==> src/rtl/platform_collider.sv <==
// Platform table plus sequential collision scanner: one table entry is tested per clock
// against the latched sprite box, keeping the topmost hit.
module platform_collider #(
  parameter int NUM_PLAT = 8,
  parameter int X_W      = 11,
  parameter int Y_W      = 10,
  parameter int SPRITE_W = 32,
  parameter int SPRITE_H = 50,
  parameter int TOL      = 4,
  localparam int IDX_W   = $clog2(NUM_PLAT)
) (
  input  logic             clk,
  input  logic             rst,
  input  logic             cfg_we,
  input  logic [IDX_W-1:0] cfg_idx,
  input  logic             cfg_en,
  input  logic [X_W-1:0]   cfg_x_start,
  input  logic [X_W-1:0]   cfg_x_end,
  input  logic [Y_W-1:0]   cfg_y_coll,
  input  logic             req,
  input  logic [X_W-1:0]   obj_x,
  input  logic [Y_W-1:0]   obj_y,
  input  logic             obj_falling,
  output logic             busy,
  output logic             done,
  output logic             on_plat,
  output logic [IDX_W-1:0] plat_idx,
  output logic [Y_W-1:0]   snap_y
);

  typedef enum logic [1:0] {IDLE, SCAN, DONE} state_t;

  state_t             state_q, state_d;
  logic               en_q  [NUM_PLAT];
  logic               en_d  [NUM_PLAT];
  logic [X_W-1:0]     xs_q  [NUM_PLAT];
  logic [X_W-1:0]     xs_d  [NUM_PLAT];
  logic [X_W-1:0]     xe_q  [NUM_PLAT];
  logic [X_W-1:0]     xe_d  [NUM_PLAT];
  logic [Y_W-1:0]     yc_q  [NUM_PLAT];
  logic [Y_W-1:0]     yc_d  [NUM_PLAT];

  logic [X_W-1:0]     ox_q, ox_d;
  logic [Y_W-1:0]     oy_q, oy_d;
  logic               fall_q, fall_d;
  logic [IDX_W-1:0]   scan_q, scan_d;
  logic               best_hit_q, best_hit_d;
  logic [IDX_W-1:0]   best_idx_q, best_idx_d;
  logic [Y_W-1:0]     best_y_q, best_y_d;
  logic               on_plat_q, on_plat_d;
  logic [IDX_W-1:0]   plat_idx_q, plat_idx_d;
  logic [Y_W-1:0]     snap_y_q, snap_y_d;

  logic [X_W:0]       obj_right;
  logic [Y_W:0]       feet;
  logic [Y_W:0]       line_bot;
  logic               hit;
  logic               take;
  logic               n_hit;
  logic [IDX_W-1:0]   n_idx;
  logic [Y_W-1:0]     n_y;

  // Geometry of the entry under the scan pointer; sums are one bit wider so they never wrap.
  always_comb begin
    obj_right = {1'b0, ox_q} + (X_W+1)'(SPRITE_W);
    feet      = {1'b0, oy_q} + (Y_W+1)'(SPRITE_H);
    line_bot  = {1'b0, yc_q[scan_q]} + (Y_W+1)'(TOL);
    hit = en_q[scan_q] && fall_q
       && (obj_right > {1'b0, xs_q[scan_q]})
       && (ox_q < xe_q[scan_q])
       && (feet >= {1'b0, yc_q[scan_q]})
       && (feet <= line_bot);
    // Strictly smaller line wins, so ties keep the lower index.
    take  = hit && (!best_hit_q || (yc_q[scan_q] < best_y_q));
    n_hit = best_hit_q | take;
    n_idx = take ? scan_q : best_idx_q;
    n_y   = take ? yc_q[scan_q] : best_y_q;
  end

  always_comb begin
    state_d    = state_q;
    en_d       = en_q;
    xs_d       = xs_q;
    xe_d       = xe_q;
    yc_d       = yc_q;
    ox_d       = ox_q;
    oy_d       = oy_q;
    fall_d     = fall_q;
    scan_d     = scan_q;
    best_hit_d = best_hit_q;
    best_idx_d = best_idx_q;
    best_y_d   = best_y_q;
    on_plat_d  = on_plat_q;
    plat_idx_d = plat_idx_q;
    snap_y_d   = snap_y_q;

    if (cfg_we && (state_q != SCAN) && (int'(cfg_idx) < NUM_PLAT)) begin
      en_d[cfg_idx] = cfg_en;
      xs_d[cfg_idx] = cfg_x_start;
      xe_d[cfg_idx] = cfg_x_end;
      yc_d[cfg_idx] = cfg_y_coll;
    end

    case (state_q)
      IDLE: begin
        if (req) begin
          ox_d       = obj_x;
          oy_d       = obj_y;
          fall_d     = obj_falling;
          scan_d     = '0;
          best_hit_d = 1'b0;
          best_idx_d = '0;
          best_y_d   = '0;
          state_d    = SCAN;
        end
      end
      SCAN: begin
        best_hit_d = n_hit;
        best_idx_d = n_idx;
        best_y_d   = n_y;
        scan_d     = scan_q + 1'b1;
        if (scan_q == IDX_W'(NUM_PLAT-1)) begin
          state_d    = DONE;
          on_plat_d  = n_hit;
          plat_idx_d = n_hit ? n_idx : '0;
          if (!n_hit)
            snap_y_d = oy_q;
          else if ({1'b0, n_y} < (Y_W+1)'(SPRITE_H))
            snap_y_d = '0;
          else
            snap_y_d = n_y - Y_W'(SPRITE_H);
        end
      end
      DONE:    state_d = IDLE;
      default: state_d = IDLE;
    endcase
  end

  always_ff @(posedge clk) begin
    if (rst) begin
      state_q    <= IDLE;
      en_q       <= '{default: '0};
      xs_q       <= '{default: '0};
      xe_q       <= '{default: '0};
      yc_q       <= '{default: '0};
      ox_q       <= '0;
      oy_q       <= '0;
      fall_q     <= 1'b0;
      scan_q     <= '0;
      best_hit_q <= 1'b0;
      best_idx_q <= '0;
      best_y_q   <= '0;
      on_plat_q  <= 1'b0;
      plat_idx_q <= '0;
      snap_y_q   <= '0;
    end else begin
      state_q    <= state_d;
      en_q       <= en_d;
      xs_q       <= xs_d;
      xe_q       <= xe_d;
      yc_q       <= yc_d;
      ox_q       <= ox_d;
      oy_q       <= oy_d;
      fall_q     <= fall_d;
      scan_q     <= scan_d;
      best_hit_q <= best_hit_d;
      best_idx_q <= best_idx_d;
      best_y_q   <= best_y_d;
      on_plat_q  <= on_plat_d;
      plat_idx_q <= plat_idx_d;
      snap_y_q   <= snap_y_d;
    end
  end

  assign busy     = (state_q == SCAN);
  assign done     = (state_q == DONE);
  assign on_plat  = on_plat_q;
  assign plat_idx = plat_idx_q;
  assign snap_y   = snap_y_q;

endmodule

==> config.mk <==
export PLATFORM = sky130hd
export DESIGN_NAME = platform_collider
export DESIGN_NICKNAME = d
export VERILOG_FILES = /design/src/rtl/platform_collider.sv
export SDC_FILE = /design/constraint.sdc
export NUM_CORES = 1
export LEC_CHECK = 0
export ABC_AREA = 1
export BUFFER_PORTS_ARGS = -buffer_cell sky130_fd_sc_hd__buf_4
export CAP_MARGIN = 10
export CORE_MARGIN = 2
export CORE_UTILIZATION = 56
export DETAILED_ROUTE_END_ITERATION = 10
export PLACE_DENSITY = 0.77
export SYNTH_ARGS = -nofsm -noshare
export SYNTH_HDL_FRONTEND = slang
export SYNTH_SLANG_ARGS = --single-unit
==> constraint.sdc <==
create_clock -name clk -period 4 [get_ports clk]
set_input_delay 1 -clock clk [delete_from_list [all_inputs] [get_ports clk]]
set_output_delay 1 -clock clk [all_outputs]
set_load 0.02 [all_outputs]
Word-level counts from Yosys, hierarchy flattened
Cells that the tools add are included.
{"block": "word_totals", "regBits": 319, "input_bits": 62, "out_inout_bits": 16}
{"block": "classes", "addsub": 5, "n_lt_le_gt_ge": 9, "eq_ne": 6, "n_mux": 37, "bitwise_logic": 3, "reduce_logical": 16}
{"cell": "bitwise mux 88 bit", "n": 2}
{"cell": "bitwise mux 80 bit", "n": 1}
{"cell": "2-to-1 mux 10 bit", "n": 7}
{"cell": "binary-select mux 11 bit (select 3 bit)", "n": 2}
{"cell": "2-to-1 mux 11 bit", "n": 5}
{"cell": "demux 11 bit (select 3 bit)", "n": 1}
{"cell": "binary-select mux 10 bit (select 3 bit)", "n": 1}
{"cell": "demux 10 bit (select 3 bit)", "n": 1}
{"cell": "case mux 10 bit (2 select lines)", "n": 1}
{"cell": "adder 11 x 6 -> 12 bit, second input constant", "n": 1}
{"cell": "> comparator 12 x 11 -> 1 bit", "n": 1}
{"cell": "case mux 3 bit (2 select lines)", "n": 2}
{"cell": "adder 10 x 3 -> 11 bit, second input constant", "n": 1}
{"cell": "adder 10 x 6 -> 11 bit, second input constant", "n": 1}
{"cell": "greater-or-equal comparator 11 x 10 -> 1 bit", "n": 1}
{"cell": "<= comparator 11 bit", "n": 1}
{"cell": "less-than comparator 11 bit", "n": 1}
{"cell": "less-than comparator 10 bit", "n": 1}
{"cell": "less-than comparator 10 x 6 -> 1 bit, second input constant", "n": 1}
{"cell": "subtractor 10 x 6 -> 10 bit, second input constant", "n": 1}
{"cell": "2-to-1 mux 3 bit", "n": 3}
{"cell": "bitwise mux 8 bit", "n": 1}
{"cell": "greater-or-equal comparator 4 bit, second input constant", "n": 2}
{"cell": "logical AND 1 bit", "n": 8}
{"cell": "20 further kinds", "n": 29}

Longest topological paths before layout
Gate-level depths: netlist of the first run.
{"block": "depth", "ltp_word": 14, "mapped_depth": 37, "ltp_nobuf": 32}

Worst setup path before layout of the first run
No wires, ideal clock.
{"block": "synth_path", "path_type": "reg2reg", "from": "register scan_q[0]", "to": "register snap_y_q[7] (netlist: snap_y[7])", "setup_ps": 117, "arrival_time_ps": 4186, "t_required_ps": 3883, "setup_slack_ps": -303, "path_stages_with_launch": 36, "period_less_slack_ps": 4303, "path_cell_list": "dfxtp_1 buf_6 buf_6 clkbuf_1 nor2_1 o22ai_1 inv_1 o21a_1 inv_1 ha_1 nand3_1 nor2_1 nand2_1 xor2_1 ha_1 a21oi_1 nor2_1 a211oi_1 nand3_1 nand2_1 inv_1 nor2_4 nand2_4 buf_6 buf_6 nand2_1 o21ai_2 ha_1 nand2_1 nand3_1 nand2_1 nand2_1 nand2_1 nor2_1 nor2_1 nor2_1"}
{"block": "synth_via", "elab_chain_len": 14, "word_cells_on_any_way": 34, "classes_between": "add/sub: 2; order compare: 6; eq/ne: 1; mux: 15; bitwise: 2; reduce/logical: 8"}
{"element": "start: declaration", "line": "46", "text": "logic [IDX_W-1:0] scan_q, scan_d;"}
{"element": "start signal: assignment", "line": "165", "text": "scan_q <= scan_d;"}
{"element": "branches (longest 14 deep; another with adder 10 x 3 -> 11 bit)"}
{"element": "end signal: assignment", "line": "171", "text": "snap_y_q <= snap_y_d;"}
{"element": "end: declaration", "line": "52", "text": "logic [Y_W-1:0] snap_y_q, snap_y_d;"}
Several ways; the timed one is not identified. The select of a mux whose other input is x is not followed.
A chain may end at the register's enable or synchronous reset.

Worst setup path after layout of the first run
{"block": "layout_path", "from": "register scan_q[0]", "to": "register snap_y_q[8] (netlist: snap_y[8])"}
Same word-level chain as after synthesis.

==> summary.txt, run 1 <==
Endpoints failing hold = 0
Synth Flop Type = dfxtp_1
Antenna-violating nets left = 0
Slew HR = 47.5%
Final Critical Period = 4.14 ns
Area grow syn2layout = 18.5%
CTS tree = done
Run status = finished with violations
Routability congestion estimate = 0.885
CTS Buf Count = 35
Worst-Skew Late Latency = 0.53 ns
Drt drc = 0
Simple-gate share of the synthesized area = 23.5%
Met2 Wirelength = 22.7 mm
I/O pins = 78
Mapped Nets = 2,347
CP Data Required Time = 4.44 ns
Global-route wire length before repair = 74.6 mm
Largest family of logic cells by synthesized area = simple AND/OR/NAND/NOR gates
Worst VDD drop = 0.446 mV
N_diodes = 0
Root Buffer = clkbuf_16
R2R setup slack = -0.14 ns
Reg-to-Reg End = snap_y[8]
FF+latch area = 0.00639 mm2
Final setup viols = 10
Die area = 0.0287 mm2
Setup slack after layout = -0.145 ns
Top-count cell post-synth = nor2_1
Startpoint types = flip-flop
Crit Path Max Fanout = 8
Largest net degree at the start of global routing = 125
Fin area = 0.0182 mm2
Actual slew at the worst max-slew pin = 0.788 ns
Detailed placer's ending HPWL = 29.5 mm
Met1 wire length = 20.1 mm
Area of the multi-input gates = 0.00808 mm2
Unrepaired setup endpoints after global routing = true
Commonest cells in the netlist = nor2_1, o21ai_0, dfxtp_1
Share of the synthesized area in the top cell type = 41.7%
PortBufs = 77
GRT Util Overall = 32.3%
Average cell area after synthesis = 6.87 um2
Pre-antenna DRT Iters = 6
Synth async-reset ratio = 0%
Final Core Density = 67.4%
Clock-pin slew on the worst setup and hold paths = 0.06 ns
Seq/Total Area, Yosys = 41.7%
Post-Syn Instances = 2,230
Met3 WL post-DR = 3.72 mm
Unique masters post-synth = 44
Crit path buffers/inverters = 7
Vias = 15,600
Tcrit/Tclk final = 104%
Max-cap viol count = 0
WL/cell = 18.3 um
Final Net Count = 2,408
Post-Synth XOR/XNOR Area = 1.03%
Hold WC Path Type = reg -> reg
Adder-cell share of the synthesized area = 4.49%
Initial core utilization = 56.9%
Total Wirelength = 48.5 mm
Core footprint = 0.0270 mm2
Num Clock Sinks = 319
Critical path's top delay family = compound AO/OA/AOI/OAI gates
Grt ovf = 0
Area contributors post-synth = dfxtp_1, nor2_1, o21ai_0
Fin. max-slew vios = 0
Max incr delay on CP = 0.46 ns
EDFF count, synth = 0
Via density = 5.86
H-tree level count = 2
CP Depth = 27
CP Data Arrival Time = 4.58 ns
Reg2Reg Launch Point = scan_q[0]
Seq cells post-synth = 319
DIE HEIGHT = 169 um
Top sig layer = met4
Yosys warns = 0
Worst path slowest cell = dfxtp_4
Top achievable clock speed = 241 MHz
Layout cells sized above 1 = 14.4%
Compound-Gate Fraction of Synth Area = 21.4%
Critical path capture point type = flip-flop
Synthesized area = 0.0153 mm2
Setup crit start = scan_q[0]
Pwr dens = 425 mW/mm2
CTS Buffer Depth = 3
Starting DRT DRC Count = 1,392
Initial antenna violation count = 0
Final setup skew = 0.0265 ns
Mux share of post-synthesis cell area = 0%
Critical path class = reg -> reg
CTS Hold Buffers Added = 0
Fillers = 2,259
Vias in the first global route = 14,500
Die width = 169 um
Critical Path End = snap_y[8]
Leakage = 0.00813 uW
Reg2reg path depth = 27
Failing checks = setup timing
FP Rows = 60
Post-synth top area cell = dfxtp_1
Cell Area, Placed = 0.0165 mm2
==> layout by cell type (no fill, tap or decap), types with 3 or more instances in the layout <==
master / n
a21oi_1: 70
a21oi_2: 5
buf_12: 9
buf_4: 177
buf_6: 6
clkbuf_1: 10
clkbuf_16: 37
clkbuf_8: 7
clkinv_1: 9
clkinv_2: 4
dfxtp_1: 316
ha_1: 53
inv_1: 101
inv_2: 5
nand2_1: 164
nand2_2: 13
nand3_1: 39
nand3_2: 4
nand4_1: 6
nor2_1: 671
nor2_2: 14
nor2_4: 7
o21a_1: 3
o21ai_0: 438
o21ai_1: 15
o21ai_2: 7
o21ai_4: 10
o221ai_1: 20
o22ai_1: 37
xnor2_1: 3
xor2_1: 15
==> tightest hold or removal path: cells and delay by family, from the launching register on <==
kind            cells  cell delay, ns
flops               1            0.29
buf+inv             1            0.06
compound gates      1            0.05
==> cell families after synthesis <==
kind of cell	after synthesis
AO/OA/AOI/OAI	617
flip-flops	319
buffers and inverters	292
adder cells (fa/ha/maj)	55
XOR/XNOR	18
AND/OR/NAND/NOR	929
==> flip-flops by register name, summed over array words and instances, names as in the netlist <==
signal      count
oy_q           10
yc_q           80
best_hit_q      1
best_idx_q      3
plat_idx        3
state_q         2
xe_q           88
scan_q          3
en_q            8
snap_y         10
on_plat         1
ox_q           11
fall_q          1
best_y_q       10
xs_q           88
==> final cells by class <==
cell class | count | share of cell area [%]
Multi-Input combinational cell | 1619 | 44.5
Sequential cell | 319 | 35.2
Timing Repair Buffer | 198 | 9.42
Clock buffer | 52 | 5.56
Inverter | 118 | 2.52
Tap cell | 341 | 2.35
Clock inverter | 7 | 0.489
==> stage by stage <==
stage,hold slack (ns),power [uW],std cells,setup slack [ns],TNS [ns]
floorplan,0.429,4130,2230,-0.0352,-0.0352
global placement,0.438,4480,2571,0.0379,0
detailed placement,0.445,4520,2571,-0.125,-0.444
CTS,0.452,7640,2632,0.00179,0
global route,0.467,7990,2654,-0.334,-3.38
finish,0.451,7720,2654,-0.145,-1.21
==> routing by layer <==
layer | vias to the layer above | global-route usage, %
li1 | 7403 | -
met1 | 7307 | 41.0
met2 | 699 | 54.4
met3 | 143 | 4.94
met4 | 0 | 14.9
met5 | - | 0
==> where the power goes <==
group	internal [uW]	switching [uW]	leakage (uW)
Combinational	467	749	0.00500
Clock	1870	1280	0.000542
Sequential	3280	68.1	0.00259
==> worst min-delay path by stage <==
stage	from	end	slack, ns	depth (start not counted)
CTS	yc_q[40]	yc_q[40]	0.45	2
finish	yc_q[40]	yc_q[40]	0.45	2
global route	yc_q[40]	yc_q[40]	0.47	2
floorplan	xe_q[0]	xe_q[0]	0.43	2
detailed placement	xe_q[55]	xe_q[55]	0.45	2
global placement	xe_q[77]	xe_q[77]	0.44	2
==> what timing repair did <==
action,4_1_cts,5_1_grt
pin swaps,3,24
endpoints found under the setup margin,11,18
resized for setup,14,84
buffers inserted,1,20
gates cloned,1,2
Note: power is estimated with default switching activity, not from simulation.
==> inputs of run 2 (changes only) <==
--- a/config.mk
+++ b/config.mk
@@ -6,7 +6,7 @@
 export NUM_CORES = 1
 export LEC_CHECK = 0
 export ABC_AREA = 1
-export BUFFER_PORTS_ARGS = -buffer_cell sky130_fd_sc_hd__buf_4
+export BUFFER_PORTS_ARGS = -buffer_cell sky130_fd_sc_hd__buf_2
 export CAP_MARGIN = 10
 export CORE_MARGIN = 2
 export CORE_UTILIZATION = 56
==> summary.txt, run 2 (synthesis results as in run 1) <==
Run status = finished with violations
Failing checks = setup timing
CTS Hold Buffers Added = 0 (unchanged)
Commonest cells after routing, fill and taps aside = nor2_1, o21ai_0, dfxtp_1
CTS tree = done
R2R setup slack = -0.32 ns (-0.17 ns)
I/O pins = 78 (unchanged)
Most used cell, CP = nand2_1
Via density = 5.96 (+1.7%)
Max incr delay on CP = 0.49 ns (+0.03 ns)
Slew HR = 59.2% (+12 points)
Post-Route Setup TNS = -4.39 ns (-3.18 ns)
CP Data Required Time = 4.44 ns (about the same)
Tot Pwr = 7730 uW (+0.18%)
Post-Layout Cell Count = 2,657 (+0.11%)
Drt drc = 0 (unchanged)
Top achievable clock speed = 232 MHz (-4.0%)
Critical path class = reg -> reg
Hold_sp = yc_q[60]
Final setup viols = 22 (+12)
Commonest non-fill, non-tap cell in the layout = nor2_1
Antenna-violating nets left = 0 (unchanged)
Core footprint = 0.0270 mm2 (unchanged)
Vias in the first global route = 15,000 (+3.6%)
Final Critical Period = 4.32 ns (+0.171 ns)
Final setup skew = 0.0244 ns (-0.00208 ns)
Crit Path Max Fanout = 8 (unchanged)
Routability congestion estimate = 0.957 (+8.1%)
Num Clock Sinks = 319 (unchanged)
Die area = 0.0287 mm2 (unchanged)
CTS Buf Count = 35 (unchanged)
Final Net Count = 2,412 (+0.17%)
Reg2Reg Launch Point = scan_q[0]
H-tree level count = 2 (unchanged)
Area grow syn2layout = 18.2%
Final Core Density = 67.2% (-0.20 points)
Hold WC Path Type = reg -> reg
Layout cells sized above 1 = 15.0% (+0.67 points)
Grt ovf = 0 (unchanged)
Pwr dens = 427 mW/mm2 (+0.47%)
FP Rows = 60 (unchanged)
Global-route wire length before repair = 78.0 mm (+4.5%)
Post-Place Cells = 2,575 (+0.16%)
Worst VDD drop = 0.382 mV (-14%)
GRT Util Overall = 33.8% (+1.5 points)
Largest net degree at the start of global routing = 105 (-16%)
Startpoint types = flip-flop
Worst-Skew Late Latency = 0.53 ns (about the same)
N_diodes = 0 (unchanged)
Setup slack after layout = -0.316 ns (-0.171 ns)
Initial core utilization = 56.9% (unchanged)
DIE HEIGHT = 169 um (unchanged)
Leakage = 0.00811 uW (-0.21%)
Vias = 15,800 (+1.8%)
Die width = 169 um (unchanged)
Fin. max-slew vios = 0 (unchanged)
Detailed placer's ending HPWL = 30.0 mm (+1.6%)
Starting DRT DRC Count = 1,901 (+37%)
CP Data Arrival Time = 4.76 ns (+0.18 ns)
Critical path capture point type = flip-flop
Total Wirelength = 50.0 mm (+3.0%)
Max-cap viol count = 0 (unchanged)
Unrepaired setup endpoints after global routing = true
Biggest regs = xe_q x88, xs_q x88, yc_q x80
Root Buffer = clkbuf_16
Setup crit start = scan_q[0]
Pre-antenna DRT Iters = 8 (+2)
PortBufs = 77 (unchanged)
WL/cell = 18.8 um (+2.9%)
Worst path slowest cell = dfxtp_4
Endpoints failing hold = 0 (unchanged)
Fillers = 2,213 (-2.0%)
CTS Buffer Depth = 3 (unchanged)
Clock-pin slew on the worst setup and hold paths = 0.06 ns (about the same)
Initial antenna violation count = 3 (+3)
Tcrit/Tclk final = 108% (+4.3 points)
Actual slew at the worst max-slew pin = 0.612 ns (-0.177 ns)
## run 2: changes by cell type in the layout (fill, tap and decap cells not counted), moves of 4 or more
| cell | previous run | this run |
|---|---|---|
| a21oi_1 | 70 | 65 |
| a21oi_2 | 5 | 10 |
| buf_2 | 0 | 77 |
| buf_4 | 177 | 99 |
| nand2_1 | 164 | 155 |
| nand2_2 | 13 | 22 |
| o21ai_0 | 438 | 433 |
| o21ai_1 | 15 | 19 |
## run 2: cell type report
type                    count  area [um2]  area share [%]
clock buffers              51         997            5.50
clock inverters             7         100           0.553
inverters                 118         465            2.57
multi-input cells        1620        8140            44.9
flip-flops and latches    319        6390            35.3
well taps                 341         427            2.36
repair buffers            201        1590            8.80
## run 2: report_power, final
group / switching [uW] / total [uW] / internal, uW
sequential: 70.7 / 3350 / 3280
combinational: 760 / 1210 / 453
clock: 1310 / 3170 / 1860
## run 2: worst max-delay path: cells and delay by family, from the launching register on
| kind | cells | cell delay (ns) |
|---|---|---|
| flops | 1 | 0.49 |
| xor+xnor | 1 | 0.16 |
| fa+ha+maj | 1 | 0.31 |
| simple gates | 14 | 1.50 |
| compound gates | 6 | 0.92 |
| buf+inv | 7 | 0.83 |
## run 2: per-stage QoR
step,worst slack [ns],hold slack (ns),instance area (um2)
3_3_place_gp,0.0935,0.437,16300
3_5_place_dp,-0.106,0.449,16300
6_report,-0.316,0.459,18100
4_1_cts,-0.0221,0.458,17800
2_1_floorplan,-0.0352,0.429,15400
5_1_grt,-0.453,0.480,18100
## run 2: layer usage
layer	vias up	wire (um)	global-route usage, %
li1	7414	-	-
met1	7424	20100	43.4
met2	801	23300	55.5
met3	186	4370	5.46
met4	4	2170	16.8
met5	-	29	0
## run 2: path summary, 6_finish.rpt
path	end	cells after the start
worst min register to register	yc_q[60]	2
worst max register to register	snap_y[5]	29
worst max-delay path	snap_y[5]	29
worst min-delay path	yc_q[60]	2
## run 2: what timing repair did
action,CTS,global route
pin swaps,4,26
setup buffers,10,10
gates cloned,5,1
resized for setup,27,90
endpoints found under the setup margin,10,25
